File: src/rtl/regfile_writeback_pkg.sv
// Shared types and constants for the register-file writeback stage.
package regfile_writeback_pkg;

   localparam int WIDTH     = 16;
   localparam int REG_IDX_W = 3;

   typedef logic [REG_IDX_W-1:0] reg_idx_t;

   localparam int PSW_C = 0;
   localparam int PSW_Z = 1;
   localparam int PSW_N = 2;
   localparam int PSW_V = 3;

   // Bank 1 read-only constants, index 0 at the least-significant slot.
   localparam logic [7:0][15:0] CONST_TABLE = {
      16'hFFFF, 16'd32, 16'd16, 16'd8, 16'd4, 16'd2, 16'd1, 16'd0
   };

   function automatic logic [3:0] flag_update(input logic [3:0] psw,
                                              input logic [3:0] mask,
                                              input logic [3:0] flags);
      return (psw & ~mask) | (flags & mask);
   endfunction

endpackage

File: src/rtl/regfile_writeback_if.sv
// Execute-to-writeback bus: result, control bits and pipeline stall/flush.
interface regfile_writeback_if #(
   parameter int WIDTH = 16
);
   logic             ex_valid;
   logic [2:0]       ex_dst;
   logic [WIDTH-1:0] ex_result;
   logic             ex_byte;
   logic             ex_wr_reg;
   logic [3:0]       ex_flag_mask;
   logic [3:0]       ex_flags;
   logic             stall;
   logic             flush;

   modport master (
      output ex_valid, ex_dst, ex_result, ex_byte, ex_wr_reg,
             ex_flag_mask, ex_flags, stall, flush
   );

   modport slave (
      input ex_valid, ex_dst, ex_result, ex_byte, ex_wr_reg,
            ex_flag_mask, ex_flags, stall, flush
   );
endinterface

File: src/rtl/regfile_writeback_wb_stage.sv
// Single-entry WB capture register; flush beats stall, stall holds contents.
module wb_stage_reg #(
   parameter int WIDTH = 16
) (
   input  logic                              clk,
   input  logic                              rst,
   input  logic                              stall,
   input  logic                              flush,
   input  logic                              load,
   input  regfile_writeback_pkg::reg_idx_t   d_dst,
   input  logic [WIDTH-1:0]                  d_data,
   input  logic                              d_wr_reg,
   input  logic [3:0]                        d_mask,
   input  logic [3:0]                        d_flags,
   output logic                              q_valid,
   output regfile_writeback_pkg::reg_idx_t   q_dst,
   output logic [WIDTH-1:0]                  q_data,
   output logic                              q_wr_reg,
   output logic [3:0]                        q_mask,
   output logic [3:0]                        q_flags
);

   always_ff @(posedge clk) begin
      if (rst) begin
         q_valid  <= 1'b0;
         q_dst    <= '0;
         q_data   <= '0;
         q_wr_reg <= 1'b0;
         q_mask   <= '0;
         q_flags  <= '0;
      end else if (flush) begin
         q_valid <= 1'b0;
      end else if (!stall) begin
         q_valid <= load;
         if (load) begin
            q_dst    <= d_dst;
            q_data   <= d_data;
            q_wr_reg <= d_wr_reg;
            q_mask   <= d_mask;
            q_flags  <= d_flags;
         end
      end
   end

endmodule

File: src/rtl/regfile_writeback.sv
// Writeback stage: captures execute results, merges byte writes, commits to
// R0-R7 and the PSW one edge later; bank 1 is a read-only constant table.
module regfile_writeback #(
   parameter int WIDTH    = regfile_writeback_pkg::WIDTH,
   parameter int NUM_REGS = 8
) (
   input  logic                                    clk,
   input  logic                                    rst,
   regfile_writeback_if.slave                      ex,
   output logic [1:0][NUM_REGS-1:0][WIDTH-1:0]     gprc_o,
   output logic [3:0]                              psw_o,
   output logic                                    pend_valid,
   output regfile_writeback_pkg::reg_idx_t         pend_dst,
   output logic [WIDTH-1:0]                        pend_data
);
   import regfile_writeback_pkg::*;

   logic [NUM_REGS-1:0][WIDTH-1:0] regs;

   logic             st_valid;
   reg_idx_t         st_dst;
   logic [WIDTH-1:0] st_data;
   logic             st_wr_reg;
   logic [3:0]       st_mask;
   logic [3:0]       st_flags;

   logic             fwd_hit;
   logic [WIDTH-1:0] merge_base;
   logic [WIDTH-1:0] cap_data;
   logic             commit;

   // The pending entry commits on the same edge a new result is captured, so
   // a byte op to the same register must merge against the pending value.
   always_comb begin
      fwd_hit    = st_valid && st_wr_reg && (st_dst == ex.ex_dst);
      merge_base = fwd_hit ? st_data : regs[ex.ex_dst];
      cap_data   = ex.ex_byte ? {merge_base[WIDTH-1:8], ex.ex_result[7:0]}
                              : ex.ex_result;
   end

   wb_stage_reg #(.WIDTH(WIDTH)) u_wb_stage (
      .clk      (clk),
      .rst      (rst),
      .stall    (ex.stall),
      .flush    (ex.flush),
      .load     (ex.ex_valid),
      .d_dst    (ex.ex_dst),
      .d_data   (cap_data),
      .d_wr_reg (ex.ex_wr_reg),
      .d_mask   (ex.ex_flag_mask),
      .d_flags  (ex.ex_flags),
      .q_valid  (st_valid),
      .q_dst    (st_dst),
      .q_data   (st_data),
      .q_wr_reg (st_wr_reg),
      .q_mask   (st_mask),
      .q_flags  (st_flags)
   );

   assign commit = st_valid && !ex.stall && !ex.flush;

   always_ff @(posedge clk) begin
      if (rst) begin
         regs  <= '0;
         psw_o <= '0;
      end else if (commit) begin
         if (st_wr_reg) begin
            regs[st_dst] <= st_data;
         end
         psw_o <= flag_update(psw_o, st_mask, st_flags);
      end
   end

   always_comb begin
      gprc_o    = '0;
      gprc_o[0] = regs;
      for (int unsigned i = 0; i < NUM_REGS; i++) begin
         gprc_o[1][i] = WIDTH'(CONST_TABLE[i[2:0]]);
      end
   end

   // Flags-only entries still occupy the stage but are not forwardable.
   assign pend_valid = st_valid && st_wr_reg;
   assign pend_dst   = st_dst;
   assign pend_data  = st_data;

endmodule
File: src/flat_wrapper.sv
// flat-port wrapper written by rule: the top's interface ports become plain ports
module regfile_writeback_flat import regfile_writeback_pkg::*;
#(
   parameter int WIDTH    = regfile_writeback_pkg::WIDTH,
   parameter int NUM_REGS = 8
)
  (clk, rst, gprc_o, psw_o, pend_valid, pend_dst, pend_data, ex_ex_valid, ex_ex_dst, ex_ex_result, ex_ex_byte, ex_ex_wr_reg, ex_ex_flag_mask, ex_ex_flags, ex_stall, ex_flush);
  regfile_writeback_if #(.WIDTH(WIDTH)) ex_i ();
  input  logic clk;
  input  logic rst;
  output logic [1:0][NUM_REGS-1:0][WIDTH-1:0] gprc_o;
  output logic [3:0] psw_o;
  output logic pend_valid;
  output regfile_writeback_pkg::reg_idx_t pend_dst;
  output logic [WIDTH-1:0] pend_data;
  input wire logic [$bits(ex_i.ex_valid)-1:0] ex_ex_valid;
  input wire logic [$bits(ex_i.ex_dst)-1:0] ex_ex_dst;
  input wire logic [$bits(ex_i.ex_result)-1:0] ex_ex_result;
  input wire logic [$bits(ex_i.ex_byte)-1:0] ex_ex_byte;
  input wire logic [$bits(ex_i.ex_wr_reg)-1:0] ex_ex_wr_reg;
  input wire logic [$bits(ex_i.ex_flag_mask)-1:0] ex_ex_flag_mask;
  input wire logic [$bits(ex_i.ex_flags)-1:0] ex_ex_flags;
  input wire logic [$bits(ex_i.stall)-1:0] ex_stall;
  input wire logic [$bits(ex_i.flush)-1:0] ex_flush;
  assign ex_i.ex_valid = ex_ex_valid;
  assign ex_i.ex_dst = ex_ex_dst;
  assign ex_i.ex_result = ex_ex_result;
  assign ex_i.ex_byte = ex_ex_byte;
  assign ex_i.ex_wr_reg = ex_ex_wr_reg;
  assign ex_i.ex_flag_mask = ex_ex_flag_mask;
  assign ex_i.ex_flags = ex_ex_flags;
  assign ex_i.stall = ex_stall;
  assign ex_i.flush = ex_flush;
  regfile_writeback #(.WIDTH(WIDTH), .NUM_REGS(NUM_REGS)) u_core (.clk(clk), .rst(rst), .ex(ex_i), .gprc_o(gprc_o), .psw_o(psw_o), .pend_valid(pend_valid), .pend_dst(pend_dst), .pend_data(pend_data));
endmodule
File: config.mk
export PLATFORM = sky130hd
export DESIGN_NAME = regfile_writeback_flat
export DESIGN_NICKNAME = d
export VERILOG_FILES = /design/src/rtl/regfile_writeback_pkg.sv /design/src/rtl/regfile_writeback_if.sv /design/src/rtl/regfile_writeback_wb_stage.sv /design/src/rtl/regfile_writeback.sv /design/src/flat_wrapper.sv
export SDC_FILE = /design/constraint.sdc
export NUM_CORES = 1
export LEC_CHECK = 0
export BUFFER_PORTS_ARGS = -buffer_cell sky130_fd_sc_hd__buf_2
export CORE_UTILIZATION = 48
export DETAILED_ROUTE_END_ITERATION = 7
export MAX_ROUTING_LAYER = met4
export PLACE_DENSITY = 0.8
export RECOVER_POWER = 25
export SLEW_MARGIN = 20
export SYNTH_ARGS = -nofsm -noshare
export SYNTH_HDL_FRONTEND = slang
export SYNTH_SLANG_ARGS = --single-unit
File: constraint.sdc
create_clock -name clk -period 2 [get_ports clk]
set_input_delay 0.2 -clock clk [delete_from_list [all_inputs] [get_ports clk]]
set_output_delay 0.2 -clock clk [all_outputs]
set_load 0.05 [all_outputs]
==> reports/qor.yml <==
global_route:
  grt_use_met3: 0.0791
  use_met2: 0.370
  overflow: 0
  antenna_found_initial: 2
  grt_max_degree: 55
  grt_first_pass_wirelength_um: 28800
  grt_pass1_vias: 4959
  gr-usage-met1: 0.305
  top_usage_layer: "met2"
  track_usage: 0.242
sta:
  max_freq_mhz: 567
  setup_ws_ns: 0.235
  tightest_slew_ns: 0.692
  finClkSkew_ns: 0.00715
  period_needed_ns: 1.77
  finalCritPeriodShare: 0.883
  hold_viol: 0
  tns_ns: 0
  slew_viol_final: 0
  relSlewSlack: 0.537
  rsz0062_at_grt: "no"
  final-setup-viol-count: 0
routing:
  first_iter_violations: 307
  avgRoutedWirePerCell_um: 16.5
  wirelength_um: 19100
  route.vias.total: 5529
  vias_per_cell: 4.77
  drtAntennaViolNets: 0
  drc_errors: 0
  drtPass1Iterations: 4
worst_setup_path:
  end_kind: "flip-flop"
  cpMostUsedCell: "buf_4"
  required_ns: 2.29
  arrival_ns: 2.05
  r2r_start: "u_core.u_wb_stage.q_valid"
  path_cells: "buf_4, nand4bb_4, nor4b_2, buf_4, mux2i_1, nor2_1"
  timing_worst_setup_path_type: "reg2reg"
  max_stage_delay_ns: 0.40
  startpoint: "u_core.u_wb_stage.q_valid"
  startpoint_type: "flip-flop"
  cpMaxStageDelayCell: "nor4b_2"
  crit_fanout: 9
synthesis:
  synth_edf_count: 0
  yosysSeqAreaShare: 0.427
  syn_inst: 758
  synthArstFlopShare: 0
  ys_warn_count: 0
  syn_area_um2: 7540
  synth_ff_type: "dfxtp_1"
  synth_area_per_cell_um2: 9.95
  synth.distinct_cells: 35
  ys_seq_elements: 161
clock_tree:
  root_buffer: "clkbuf_16"
  cts.repair.resized: 0
  numCtsBuffers: 17
  clk_path_buf_depth: 2
  clk-insertion-delay-late_ns: 0.42
  ctsHoldBuffers: 5
  cts.clk_slew.worst_paths_ns: 0.06
  htreeDepth: 4
  cts_tree: "built"
  post_cts_buffers: 0
  cts_sinks: 161
cells_and_area:
  final_cells: 1158
  largest_reg_flops: 128
  drive_gt1_frac: 0.229
  finalNetCount: 966
  area_growth_pct: 16.2
  final_cell_mix: "dfxtp_1 (161), nor2_1 (130), buf_2 (130)"
  final_common_cell: "dfxtp_1"
status:
  status: "finished, final reports clean"
floorplan:
  die_h_um: 127
  ioPinCount: 314
  core_um2: 15300
  die_area_um2: 16200
  start_util: 0.494
  rows: 45
  fp.dieW_um: 127
min_path:
  hp-class: "in2reg"
  min_from: "ex_ex_flag_mask[0]"
placed_design:
  post-place-ws_ns: 0.237
  dp_hpwl_um: 13500
  numPlacedInstances: 1119
  gp_congestion: 0.782
  io_buffers: 185
pwr:
  leakage_nw: 4.23
  peakVddDrop_v: 0.000538
  powerDensity_nw_per_um2: 865
flow_run:
  max-cap-violations: 0
-- routing by layer --
| layer | up-vias | share of wire |
|---|---|---|
| met5 | - | 0 |
| met4 | 0 | 0.0085 |
| met3 | 15 | 0.094 |
| met2 | 232 | 0.47 |
| met1 | 2652 | 0.42 |
| li1 | 2630 | - |
-- area by class of cell --
class	instances	area (um2)
sequential	161	3220
inverter	1	3.75
tap	211	264
multi-input combinational	534	3470
antenna	2	5.00
clock buffer	22	474
fill	1380	6490
clock inverter	10	156
timing repair buffer	217	1170
-- cell usage after synthesis (all sizes together), types with 3 or more instances --
| library cell | instances | area [um2] |
|---|---|---|
| mux2 | 8 | 90.1 |
| mux2i | 128 | 1280 |
| xnor2 | 3 | 26.3 |
| a22oi | 8 | 65.1 |
| dfxtp | 161 | 3220 |
| nand2 | 50 | 188 |
| a21oi | 32 | 160 |
| clkbuf | 40 | 200 |
| mux4 | 16 | 390 |
| nand3 | 5 | 30.0 |
| buf | 148 | 1130 |
| nor2 | 130 | 488 |
| a211oi | 9 | 67.6 |
-- cell families after synthesis --
| kind of cell | synth area share |
|---|---|
| and+or+nand+nor | 0.117 |
| buffers and inverters | 0.177 |
| DFF | 0.427 |
| muxes | 0.234 |
| AOI/OAI and AO/OA | 0.0400 |
| xor gates and xnor gates | 0.00349 |
| other | 0.000996 |
-- final timing paths --
path	to	slack, ns	depth (start not counted)
setup reg to reg	u_core.gprc_o[68]	0.23	6
setup / recovery	u_core.gprc_o[68]	0.23	6
hold reg to reg	flip-flop	0.45	2
hold / removal	u_core.u_wb_stage.q_mask[0]	0.02	3
-- per-stage QoR --
stage                     total power [W]  hold WS [ns]  area, um2   util
after floorplan                   0.00427         0.278       8010      -
after global placement            0.00417         0.442       8150  0.534
after detailed placement          0.00418         0.444       8150  0.534
after CTS                         0.00766       0.00242       8830  0.579
after global routing              0.00782        0.0233       8760  0.574
final                             0.00758        0.0206       8760  0.574
-- power by group --
part           switching, W  leakage, nW  internal (W)
sequential        0.0000479         1.30       0.00323
combinational      0.000733         2.62      0.000111
clock               0.00127        0.310       0.00218
total               0.00206         4.23       0.00552
-- critical path: cells and delay by family, from the launching register on --
| family | cells | cell delay (ns) |
|---|---|---|
| flip-flops | 1 | 0.32 |
| AND/OR/NAND/NOR | 3 | 0.64 |
| buffers and inverters | 2 | 0.45 |
| multiplexers | 1 | 0.22 |
(Power assumes the default switching activity.)
